<file path="config.mk">
export PLATFORM = sky130hd
export DESIGN_NAME = wb_arbiter
export DESIGN_NICKNAME = d
export VERILOG_FILES = /design/src/rtl/wb_arb_pkg.sv /design/src/rtl/wb_arb_watchdog.sv /design/src/rtl/wb_arbiter.sv
export SDC_FILE = /design/constraint.sdc
export NUM_CORES = 1
export LEC_CHECK = 0
export BUFFER_PORTS_ARGS = -buffer_cell sky130_fd_sc_hd__buf_2
export CAP_MARGIN = 20
export CORE_AREA = 2 2 239 241
export DETAILED_ROUTE_END_ITERATION = 10
export DIE_AREA = 0 0 241 243
export PLACE_DENSITY_LB_ADDON = 0.05
export REMOVE_ABC_BUFFERS = 1
export SLEW_MARGIN = 10
export SYNTH_ARGS = -nofsm -noshare
export SYNTH_HDL_FRONTEND = slang
export SYNTH_SLANG_ARGS = --single-unit
</file>
<file path="constraint.sdc">
create_clock -name i_clk -period 3.2 [get_ports i_clk]
set_clock_uncertainty 0.2 [all_clocks]
set_input_delay 0.32 -clock i_clk [delete_from_list [all_inputs] [get_ports i_clk]]
set_output_delay 0.32 -clock i_clk [all_outputs]
set_load 0.005 [all_outputs]
</file>
<file path="src/rtl/wb_arb_pkg.sv">
// rtl/wb_arb_pkg.sv - shared widths and arbiter state encoding for the Wishbone arbiter
package wb_arb_pkg;

    localparam int WB_ADR_W = 64;
    localparam int WB_DAT_W = 64;
    localparam int WB_SEL_W = 8;

    localparam logic [1:0] ST_IDLE = 2'd0;
    localparam logic [1:0] ST_OWN0 = 2'd1;
    localparam logic [1:0] ST_OWN1 = 2'd2;

    typedef enum logic [1:0] {
        IDLE = ST_IDLE,
        OWN0 = ST_OWN0,
        OWN1 = ST_OWN1
    } arb_state_t;

    function automatic logic [1:0] grant_of(input arb_state_t s);
        return {s == OWN1, s == OWN0};
    endfunction

endpackage

</file>
<file path="src/rtl/wb_arb_watchdog.sv">
// rtl/wb_arb_watchdog.sv - ack watchdog, counts stalled-ack cycles and pulses on expiry
// Only instantiated when WB_ARB_TIMEOUT_EN is defined.
module wb_arb_watchdog #(
    parameter int TIMEOUT_CYCLES = 1024
) (
    input  logic i_clk,
    input  logic i_reset_n,
    input  logic i_run,
    input  logic i_clear,
    output logic o_expire
);

    localparam int CW = $clog2(TIMEOUT_CYCLES + 1);

    logic [CW-1:0] count;

    // Fires in the cycle that would complete the TIMEOUT_CYCLES-th waiting cycle.
    assign o_expire = i_run & (count == CW'(TIMEOUT_CYCLES - 1));

    always_ff @(posedge i_clk or negedge i_reset_n) begin
        if (!i_reset_n) begin
            count <= '0;
        end else if (i_clear | ~i_run | o_expire) begin
            count <= '0;
        end else begin
            count <= count + 1'b1;
        end
    end

endmodule

</file>
<file path="src/rtl/wb_arbiter.sv">
// rtl/wb_arbiter.sv - two-master round-robin arbiter for the pipelined 64-bit Wishbone bus
// Optional ack watchdog enabled by defining WB_ARB_TIMEOUT_EN.
module wb_arbiter
    import wb_arb_pkg::*;
#(
    parameter int MAX_OUTSTANDING = 4,
    parameter int TIMEOUT_CYCLES  = 1024
) (
    input  logic                i_clk,
    input  logic                i_reset_n,
    input  logic [WB_ADR_W-1:0] i_m0_adr,
    input  logic [WB_DAT_W-1:0] i_m0_dat,
    output logic [WB_DAT_W-1:0] o_m0_dat,
    input  logic                i_m0_we,
    input  logic [WB_SEL_W-1:0] i_m0_sel,
    input  logic                i_m0_stb,
    input  logic                i_m0_cyc,
    output logic                o_m0_ack,
    output logic                o_m0_stall,
    output logic                o_m0_err,
    input  logic [WB_ADR_W-1:0] i_m1_adr,
    input  logic [WB_DAT_W-1:0] i_m1_dat,
    output logic [WB_DAT_W-1:0] o_m1_dat,
    input  logic                i_m1_we,
    input  logic [WB_SEL_W-1:0] i_m1_sel,
    input  logic                i_m1_stb,
    input  logic                i_m1_cyc,
    output logic                o_m1_ack,
    output logic                o_m1_stall,
    output logic                o_m1_err,
    output logic [WB_ADR_W-1:0] o_s_adr,
    output logic [WB_DAT_W-1:0] o_s_dat,
    output logic                o_s_we,
    output logic [WB_SEL_W-1:0] o_s_sel,
    output logic                o_s_stb,
    output logic                o_s_cyc,
    input  logic [WB_DAT_W-1:0] i_s_dat,
    input  logic                i_s_ack,
    input  logic                i_s_stall,
    output logic [1:0]          o_grant
);

    arb_state_t state;
    arb_state_t state_nxt;
    logic       last_owner;
    logic [3:0] outstanding;

    logic own0;
    logic own1;
    logic own_cyc;
    logic own_stb;
    logic cap;
    logic accept;
    logic ack_valid;
    logic owner_change;
    logic expire;

    assign own0    = (state == OWN0);
    assign own1    = (state == OWN1);
    assign own_cyc = own0 ? i_m0_cyc : (own1 ? i_m1_cyc : 1'b0);
    assign own_stb = own0 ? i_m0_stb : (own1 ? i_m1_stb : 1'b0);
    assign cap     = (state != IDLE) && (outstanding == 4'(MAX_OUTSTANDING));

    assign o_s_adr = own1 ? i_m1_adr : i_m0_adr;
    assign o_s_dat = own1 ? i_m1_dat : i_m0_dat;
    assign o_s_we  = own1 ? i_m1_we  : i_m0_we;
    assign o_s_sel = own1 ? i_m1_sel : i_m0_sel;
    assign o_s_cyc = own_cyc & ~expire;
    assign o_s_stb = own_stb & ~cap & ~expire;

    assign accept = o_s_stb & ~i_s_stall;
    // Acks with nothing in flight, or after the owner let go of cyc, belong to nobody.
    assign ack_valid = i_s_ack & own_cyc & (outstanding != 4'd0);

    assign o_m0_ack   = own0 & ack_valid;
    assign o_m1_ack   = own1 & ack_valid;
    assign o_m0_stall = own0 ? (i_s_stall | cap) : 1'b1;
    assign o_m1_stall = own1 ? (i_s_stall | cap) : 1'b1;
    assign o_m0_dat   = i_s_dat;
    assign o_m1_dat   = i_s_dat;
    assign o_m0_err   = own0 & expire;
    assign o_m1_err   = own1 & expire;
    assign o_grant    = grant_of(state);

    always_comb begin
        state_nxt = state;
        case (state)
            IDLE: begin
                if (i_m0_cyc && (!i_m1_cyc || last_owner)) begin
                    state_nxt = OWN0;
                end else if (i_m1_cyc) begin
                    state_nxt = OWN1;
                end
            end
            OWN0: begin
                if (!i_m0_cyc) begin
                    state_nxt = i_m1_cyc ? OWN1 : IDLE;
                end
            end
            OWN1: begin
                if (!i_m1_cyc) begin
                    state_nxt = i_m0_cyc ? OWN0 : IDLE;
                end
            end
            default: state_nxt = IDLE;
        endcase
    end

    assign owner_change = (state_nxt != state);

    always_ff @(posedge i_clk or negedge i_reset_n) begin
        if (!i_reset_n) begin
            state       <= IDLE;
            last_owner  <= 1'b1;
            outstanding <= 4'd0;
        end else begin
            state <= state_nxt;
            if (own0 && !i_m0_cyc) begin
                last_owner <= 1'b0;
            end else if (own1 && !i_m1_cyc) begin
                last_owner <= 1'b1;
            end
            if (owner_change || expire || state == IDLE) begin
                outstanding <= 4'd0;
            end else if (accept && !ack_valid) begin
                outstanding <= outstanding + 4'd1;
            end else if (!accept && ack_valid) begin
                outstanding <= outstanding - 4'd1;
            end
        end
    end

`ifdef WB_ARB_TIMEOUT_EN
    wb_arb_watchdog #(
        .TIMEOUT_CYCLES(TIMEOUT_CYCLES)
    ) u_watchdog (
        .i_clk     (i_clk),
        .i_reset_n (i_reset_n),
        .i_run     ((outstanding != 4'd0) && !i_s_ack),
        .i_clear   (owner_change),
        .o_expire  (expire)
    );
`else
    // Watchdog compiled out: expiry can never fire.
    assign expire = 1'b0 & (TIMEOUT_CYCLES != 0);
`endif

endmodule

</file>
After elaboration in Yosys (flattened, before gate mapping)
Cells that the tools add are included.
{"block": "classes", "muxes": 22, "eq_ne": 4, "addsub": 2, "bitwise_logic": 9, "n_reduce_logical": 17}
{"op": "$mux 64", "n": 2}
{"op": "$mux 4", "n": 3}
{"op": "$mux 1", "n": 10}
{"op": "$mux 2", "n": 5}
{"op": "$mux 8", "n": 1}
{"op": "$and 1x1->1", "n": 6}
{"op": "$logic_and 1x1->1", "n": 6}
{"op": "$pmux 2 s3", "n": 1}
{"op": "$add 4x1->4 const B", "n": 1}
{"op": "$eq 4x3->1 const B", "n": 1}
{"op": "$logic_not 1->1", "n": 4}
{"op": "$reduce_bool 2->1", "n": 2}
{"op": "$reduce_bool 4->1", "n": 1}
{"op": "$sub 4x1->4 const B", "n": 1}
{"op": "$reduce_bool 3->1", "n": 1}
{"op": "$eq 2x1->1 const B", "n": 1}
{"op": "$eq 2x2->1 const B", "n": 1}
{"op": "$logic_not 2->1", "n": 1}
{"op": "$logic_or 1x1->1", "n": 2}
{"op": "$ne 2x2->1", "n": 1}
{"op": "$not 1->1", "n": 2}
{"op": "$or 1x1->1", "n": 1}
{"block": "word_totals", "word_cells": 57, "register_bits": 7, "output_inout_bits": 275, "input_bits": 346}

Depth between registers and ports, before layout
Gate-level depths: netlist (run 1).
{"block": "depth", "depth_word": 10, "ltp_mapped": 10, "mapped_depth_nobuf": 9}

Worst setup path after synthesis (run 1)
No wires, ideal clock.
{"block": "synth_path", "path_kind": "register to register", "startpoint": "register state[0]", "endpoint": "register outstanding[3]", "arrival_time_ps": 2191, "required_time_ps": 2874, "path_slack_ps": 683, "path_stages_with_launch": 11, "cell_sequence": "dfrtp_1 -> buf_6 -> nand3b_4 -> a221oi_4 -> o21ai_0 -> ha_1 -> a21o_1 -> a21oi_1 -> and3b_2 -> o21ai_0 -> nor3b_2"}
{"block": "synth_via", "elab_chain_cells": 9, "word_cells_on_any_way": 28}
{"element": "from (decl)", "line": "wb_arbiter.sv:43", "source": "arb_state_t state;"}
{"element": "from (signal assigned)", "line": "wb_arbiter.sv:117", "source": "state <= state_nxt;"}
{"element": "$eq 2x2->1", "line": "wb_arbiter.sv:59, wb_arbiter.sv:87"}
{"element": "$mux 1 (2 in a row)", "line": "wb_arbiter.sv:60", "source": "assign own_cyc = own0 ? i_m0_cyc : (own1 ? i_m1_cyc : 1'b0);"}
{"element": "$and 1x1->1 (2 in a row)", "line": "wb_arbiter.sv:73", "source": "assign ack_valid = i_s_ack & own_cyc & (outstanding != 4'd0);"}
{"element": "$logic_not 1->1", "line": "wb_arbiter.sv:125", "source": "end else if (accept && !ack_valid) begin"}
{"element": "$logic_and 1x1->1", "line": "wb_arbiter.sv:125"}
{"element": "$mux 4", "line": "wb_arbiter.sv:125"}
{"element": "$mux 4", "line": "wb_arbiter.sv:123", "source": "if (owner_change || expire || state == IDLE) begin"}
{"element": "to (signal assigned)", "line": "wb_arbiter.sv:126", "source": "outstanding <= outstanding + 4'd1;"}
{"element": "to (signal assigned)", "line": "wb_arbiter.sv:128", "source": "outstanding <= outstanding - 4'd1;"}
{"element": "to (decl)", "line": "wb_arbiter.sv:46", "source": "logic [3:0] outstanding;"}
Parallel ways exist; a longest one is shown, timed or not.
A chain may end at the register's enable or synchronous reset.

Worst setup path in the final report (run 1)
{"block": "layout_path", "startpoint": "register state[1]", "endpoint": "register outstanding[3]"}
The elaborated chain is that of the path after synthesis.

==> summary.md, run 1 <==
| Metric | Value |
|---|---|
| Hold Path Depth | 2 |
| DRT antenna net count | 0 |
| Worst reg-to-reg path cell count | 9 |
| Worst hold slack | 0.154 ns |
| Num CTS Buffers | 3 |
| Final Max Tran Viols | 0 |
| Area grow syn2layout | 66.8% |
| Ports | 621 |
| Final Power | 1.74 mW |
| DRC | 0 |
| Synth Area in Simple Gates | 6.39% |
| CTS max path bufs | 2 |
| First-pass GRT wire length | 47,000 um |
| Crit Path Class | reg2reg |
| # fillers | 6,671 |
| # resized after CTS | 0 |
| Reg2Reg Setup Slack | 0.38 ns |
| CTS tree | yes |
| DR pass1 iterations | 4 |
| Routed vias | 3,913 |
| Vias/cell | 2.80 |
| R2r startpoint | state[1] |
| Status | finished clean |
| Clock root buffer | clkbuf_16 |
| Clock-pin slew on the worst setup and hold paths | 0.04 ns |
| Launch point of the worst path | state[1] |
| Power per cell area | 323 nW/um2 |
| Crit path DAT | 2.73 ns |
| Synth unique cells | 37 |
| Overall routed net length | 38,100 um |
| RSZ-0062 raised after global routing | false |
| Post-synthesis sequential area ratio | 5.46% |
| Clk Latency, worst-skew pair | 0.23 ns |
| Largest family of logic cells by synthesized area | multiplexers |
| Post-Synth XOR/XNOR Area | 0.775% |
| Row count | 87 |
| Final min period | 2.82 ns |
| Final Hold Vio Count | 0 |
| Hold wc startpoint | i_m1_cyc |
| Share of cells above drive strength 1 | 91.5% |
| Total GRT Usage | 12.4% |
| GRT overflow | 0 |
| Crit path max fanout | 11 |
| Multi-input gate area | 1950 um2 |
| Netlist Area Pre-Place | 3230 um2 |
| Nets@finish | 986 |
| Leak | 2.53 nW |
| Yosys warns | 0 |
| Seq cells post-synth | 7 |
| Die H | 243 um |
| Worst IR Drop VDD | 0.127 mV |
| Clock Sinks | 7 |
| GPL Wtd Cong | 0.738 |
| Worst Setup Slack, final | 0.385 ns |
| Die Area | 58,600 um2 |
| Vias in the first global route | 4,270 |
| Port Buffers | 426 |
| Htree depth | 1 |
| Average size of a mapped cell | 9.23 um2 |
| Fin crit share | 88.0% |
| Core area | 56,000 um2 |
| Type of the most critical hold path | in2reg |
| Placed cell areas | 5290 um2 |
| Synth Area in Compound Gates | 3.72% |
| Initial core utilization | 5.77% |
| # setup viols final | 0 |
| WL/cell | 27.3 um |
| Max-cap violations | 0 |
| Setup WS pre-CTS | 0.334 ns |
| DR iter-0 viols | 156 |
| Initial antenna violation count | 20 |
| Adder-cell share of the synthesized area | 1.39% |
| Width of the die | 241 um |
| Post-CTS Setup Bufs | 0 |
| DP Wirelength | 34,000 um |
| Multiplexer share of the synthesized area | 47.8% |
| Cell area after layout | 5390 um2 |
| Cells after Synth | 350 |
| Storage cell area | 176 um2 |
| Reg2reg end | outstanding[3] |
| Pin count of the biggest net entering global routing | 53 |
| Crit path launch type | register |
| WP data required | 3.11 ns |
| Max Freq | 355 MHz |
| Worst Hold End | state[1] |
| CP Capture Type | register |
## kinds of logic (layout without fill, tap and decap cells)
logic type,after synthesis,after routing
compound gates,15,15
xor+xnor,2,2
fa+ha+maj,3,3
buf+inv,155,440
flops,7,7
mux,137,137
other cells,1,6
simple gates,30,30
## through the flow
stage / TNS [ns] / instances / util, %
after floorplan: -3.96 / 201 / -
after global placement: 0 / 1387 / 9.45
after detailed placement: 0 / 1387 / 9.45
after CTS: 0 / 1392 / 9.61
after global routing: 0 / 1395 / 9.62
final: 0 / 1396 / 9.63
## area by class of cell
cell class,instances,area share [%]
antenna,4,0.186
clock buffer,4,1.46
inverter,5,0.348
multi-input combinational,189,36.2
sequential,7,3.27
tap,756,17.6
timing repair buffer,431,41.0
## worst max-delay path: stages, from the launching register on
cell and delay, ns:
dfrtp_1 0.51, nand3b_4 0.24, a221oi_4 0.38, o21ai_0 0.24
ha_1 0.31, a21o_1 0.17, a21oi_1 0.19, and3b_2 0.22
o21ai_0 0.07, nor3b_2 0.16
## power breakdown
group          switching [mW]  total (mW)  internal (mW)
Combinational           0.680        1.37          0.694
Clock                  0.0603       0.227          0.167
Sequential             0.0280       0.136          0.108
## worst max-delay path by stage
stage	to	slack [ns]	cells past startpoint
global route	outstanding[3]	0.15	9
detailed placement	outstanding[3]	0.33	9
finish	outstanding[3]	0.38	9
global placement	outstanding[3]	0.27	9
floorplan	o_s_adr[0]	-0.03	2
CTS	outstanding[3]	0.32	9
## sequential cells by signal, summed over array words and instances, names as in the netlist
register / flops
outstanding: 4
state: 2
last_owner: 1
## per-layer routing
layer  vias to the layer above  share of wire, %  global-route usage, %
met5                         -               1.1                   5.13
met4                        30              0.34                  0.563
met3                        36                23                   14.1
met2                       452                41                   17.9
met1                      1745                34                   12.1
li1                       1650                 -                      -
## cells in the mapped netlist, drive strengths merged
cell / count / area (um2)
nand3: 1 / 5.00
o21a: 2 / 15.0
a211oi: 1 / 12.5
o41ai: 1 / 8.76
o22ai: 1 / 6.26
nand2: 4 / 15.0
nor3: 3 / 20.0
a21oi: 3 / 18.8
dfstp: 1 / 26.3
fa: 1 / 20.0
nor2: 7 / 26.3
buf: 149 / 1090
and2: 6 / 38.8
nor3b: 2 / 20.0
clkbuf: 1 / 3.75
o21ai: 5 / 25.0
conb: 1 / 3.75
inv: 5 / 18.8
and3b: 1 / 10.0
nand3b: 4 / 55.1
ha: 2 / 25.0
mux2: 137 / 1540
a21o: 1 / 7.51
a221oi: 1 / 26.3
dfrtp: 6 / 150
and2b: 2 / 16.3
xor2: 1 / 16.3
xnor2: 1 / 8.76
## repair_timing
item | in CTS | in global routing
hold endpoints to repair | 7 | 0
hold buffers | 1 | 0
setup endpoints to repair | 0 | 0
## cells in the final DEF, fill, tap and decap left out, types with 3 or more instances in the layout
master / n
diode_2: 4
nor2_1: 7
inv_1: 5
clkbuf_16: 3
buf_12: 3
o21ai_0: 4
mux2_2: 137
and2_1: 5
buf_2: 426
dfrtp_1: 6
nand2_1: 4
No activity file was read; power rests on OpenSTA's default activity.
==> run 2: changes to the inputs <==
ABC_AREA = 1   (was default)
CORE_AREA = 2 2 240 242   (was 2 2 239 241)
DIE_AREA = 0 0 242 244   (was 0 0 241 243)
==> run 2 against run 1 <==
Compared with the run above:
- sequential power about the same
- die area rose by 0.83%
- combinational power increased by 61%
- sequential share of layout area is essentially flat
- final cell count is 21% higher
- flip-flop and latch count unchanged
- highest routed layer unchanged
- critical path depth shrank 2
- via count is 27% higher
- largest power group unchanged
- core utilization is essentially flat
- hold slack improved by 0.031 ns
- clock power shrank 2%
- design area is 0.19% higher
==> summary.md, run 2 <==
| Metric | Value |
|---|---|
| Die H | 244 um (+0.41%) |
| Most frequent cell after synthesis | nand2_1 |
| DP Wirelength | 28,700 um (-16%) |
| Post-synth EDFFs | 0 (unchanged) |
| CTS tree | yes |
| # fillers | 6,827 (+2.3%) |
| Yosys warns | 0 (unchanged) |
| Fin crit share | 78.8% (-9.2 points) |
| Max Freq | 397 MHz (+12%) |
| Cell type with the highest aggregate area in the netlist | nand2_1 |
| Cells after Synth | 662 (+89%) |
| Clock root buffer | clkbuf_16 |
| Reg2reg end | outstanding[3] |
| R2r startpoint | state[0] |
| GRT overflow | 0 (unchanged) |
| DR iter-0 viols | 180 (+15%) |
| Hold Path Depth | 3 (+1) |
| Slew Limit Headroom | 46.9% |
| Adder-cell share of the synthesized area | 1.38% (-0.012 points) |
| Netlist Area Pre-Place | 3260 um2 (+0.89%) |
| Clk Latency, worst-skew pair | 0.23 ns (about the same) |
| Max-cap violations | 0 (unchanged) |
| Worst reg-to-reg path cell count | 15 (+6) |
| Layout Cells excl Fill | 1,695 (+21%) |
| Post-synthesis sequential area ratio | 5.41% (-0.048 points) |
| Routed vias | 4,970 (+27%) |
| CTS Hold Bufs | 1 (unchanged) |
| Crit path launch type | register |
| DR pass1 iterations | 4 (unchanged) |
| Most frequent cells in the layout | 436 x nand2_1, 426 x buf_2, 12 x inv_1 |
| Type of the most critical hold path | in2reg |
| # setup viols final | 0 (unchanged) |
| Average size of a mapped cell | 4.92 um2 (-47%) |
| Worst IR Drop VDD | 0.192 mV (+51%) |
| Vias/cell | 2.93 (+4.6%) |
| Leak | 3.29 nW (+30%) |
| Crit Path Class | reg2out |
| Status | finished clean |
| Seq cells post-synth | 7 (unchanged) |
| Row count | 87 (unchanged) |
| Synth unique cells | 23 (-38%) |
| Synth Area in Simple Gates | 54.7% (+48 points) |
| Overall routed net length | 34,200 um (-10%) |
| DRC | 0 (unchanged) |
| Power per cell area | 473 nW/um2 (+47%) |
| Inst Count DP | 1,689 (+22%) |
| Reg2Reg Setup Slack | 0.81 ns (+0.43 ns) |
| DRT antenna net count | 0 (unchanged) |
| Synth top area cells | nand2_1 50%, buf_4 30%, dfrtp_1 4.6%, buf_2 4.1%, inv_1 1.5% |
| Final Max Tran Viols | 0 (unchanged) |
| Width of the die | 242 um (+0.41%) |
| Post-synth top flop | dfrtp_1 |
| Die Area | 59,000 um2 (+0.83%) |
| CTS max path bufs | 2 (unchanged) |
| Initial core utilization | 5.80% (+0.029 points) |
| Hold wc startpoint | i_m0_cyc |
| First-pass GRT wire length | 44,500 um (-5.3%) |
| Htree depth | 1 (unchanged) |
| Area grow syn2layout | 65.6% |
| Share of cells above drive strength 1 | 48.0% (-44 points) |
| Final Power | 2.55 mW (+47%) |
| WP data required | 2.68 ns (-0.43 ns) |
| WL/cell | 20.1 um (-26%) |
| Final Hold Vio Count | 0 (unchanged) |
| Synth Area in Compound Gates | 1.34% (-2.4 points) |
| Num CTS Buffers | 3 (unchanged) |
| Commonest non-fill, non-tap cell in the layout | nand2_1 |
| Biggest regs | outstanding x4, state x2, last_owner x1 |
| Worst Hold End | state[0] |
| Cell area after layout | 5400 um2 (+0.19%) |
| Worst slew pin tran | 0.797 ns |
| Largest family of logic cells by synthesized area | simple AND/OR/NAND/NOR gates |
| Nets@finish | 1,288 (+31%) |
| Clock-pin slew on the worst setup and hold paths | 0.04 ns (about the same) |
| Post-CTS Setup Bufs | 0 (unchanged) |
| Synth top cells by count | 436 x nand2_1, 132 x buf_4, 27 x buf_2 |
| Placed cell areas | 5310 um2 (+0.33%) |
| Ports | 621 (unchanged) |
| Final min period | 2.52 ns (-0.294 ns) |
| Ys async rst share | 100% (unchanged) |
| Largest register by flop count | outstanding |
| Pin count of the biggest net entering global routing | 140 (+160%) |
| Setup TNS | 0 ns (unchanged) |
| # resized after CTS | 0 (unchanged) |
| CP Capture Type | output port |
| Multiplexer share of the synthesized area | 0% (-48 points) |
| Port Buffers | 426 (unchanged) |
| Total GRT Usage | 10.8% (-1.6 points) |
| Clock Sinks | 7 (unchanged) |
| Top cell type's share of synthesized area | 50.2% (+2.5 points) |
| Max reg flops | 4 (unchanged) |
| RSZ-0062 raised after global routing | false |
| GPL Wtd Cong | 0.715 (-3.1%) |
| Crit path DAT | 2.00 ns (-0.73 ns) |
| Initial antenna violation count | 9 (-55%) |
| Vias in the first global route | 5,120 (+20%) |
| Post-Synth XOR/XNOR Area | 0.269% (-0.51 points) |
| Core area | 56,200 um2 (+0.39%) |
| Crit path max fanout | 57 (+46) |
[run 2: through the flow]
stage	utilization, %	hold slack [ns]	worst slack, ns
after floorplan	-	-0.176	-3.71
after global placement	9.45	0.00886	0.778
after CTS	9.61	0.183	0.573
final	9.61	0.185	0.679
after global routing	9.61	0.195	0.491
after detailed placement	9.45	0.00271	0.808
[run 2: worst max-delay path by stage]
stage / start / end / depth (start not counted)
2_1_floorplan: state[0] / state[0] / 4
3_3_place_gp: state[0] / outstanding[3] / 15
3_5_place_dp: state[1] / outstanding[3] / 15
4_1_cts: state[1] / o_s_dat[52] / 7
5_1_grt: state[1] / o_s_dat[52] / 7
6_report: state[1] / o_s_dat[54] / 7
[run 2: report_power, final]
group | switching (mW) | total (mW) | internal, mW
registers | 0.0203 | 0.133 | 0.113
clock network | 0.0556 | 0.222 | 0.167
logic | 1.36 | 2.20 | 0.840
[run 2: area by class of cell]
type,instances,area [um2],area share (%)
well taps,756,946,17.5
inverters,16,62.6,1.16
multi-input cells,478,1890,35.1
flip-flops and latches,7,176,3.27
diodes,1,2.50,0.0464
clock buffers,4,78.8,1.46
repair buffers,433,2240,41.4
[run 2: per-layer routing]
layer / GRT usage, % / wire, um / up-vias / part of all wire, %
li1: - / - / 2382 / -
met1: 10.1 / 11300 / 2076 / 33
met2: 16.2 / 14400 / 452 / 42
met3: 11.9 / 7790 / 36 / 23
met4: 0.726 / 191 / 24 / 0.56
met5: 5.31 / 405 / - / 1.2
[run 2: cell families after synthesis]
family	after synthesis
AO/OA/AOI/OAI	8
XOR/XNOR	1
adder cells (fa/ha/maj)	3
buffers and inverters	178
flip-flops	7
other	1
AND/OR/NAND/NOR	464
[run 2: critical path, cell delays in order, from the launching register on]
cell     delay (ns)
dfrtp_1        0.41
inv_2          0.13
nor2_4         0.06
inv_4          0.57
buf_12         0.24
nand2_1        0.11
nand2_1        0.08
buf_2          0.12
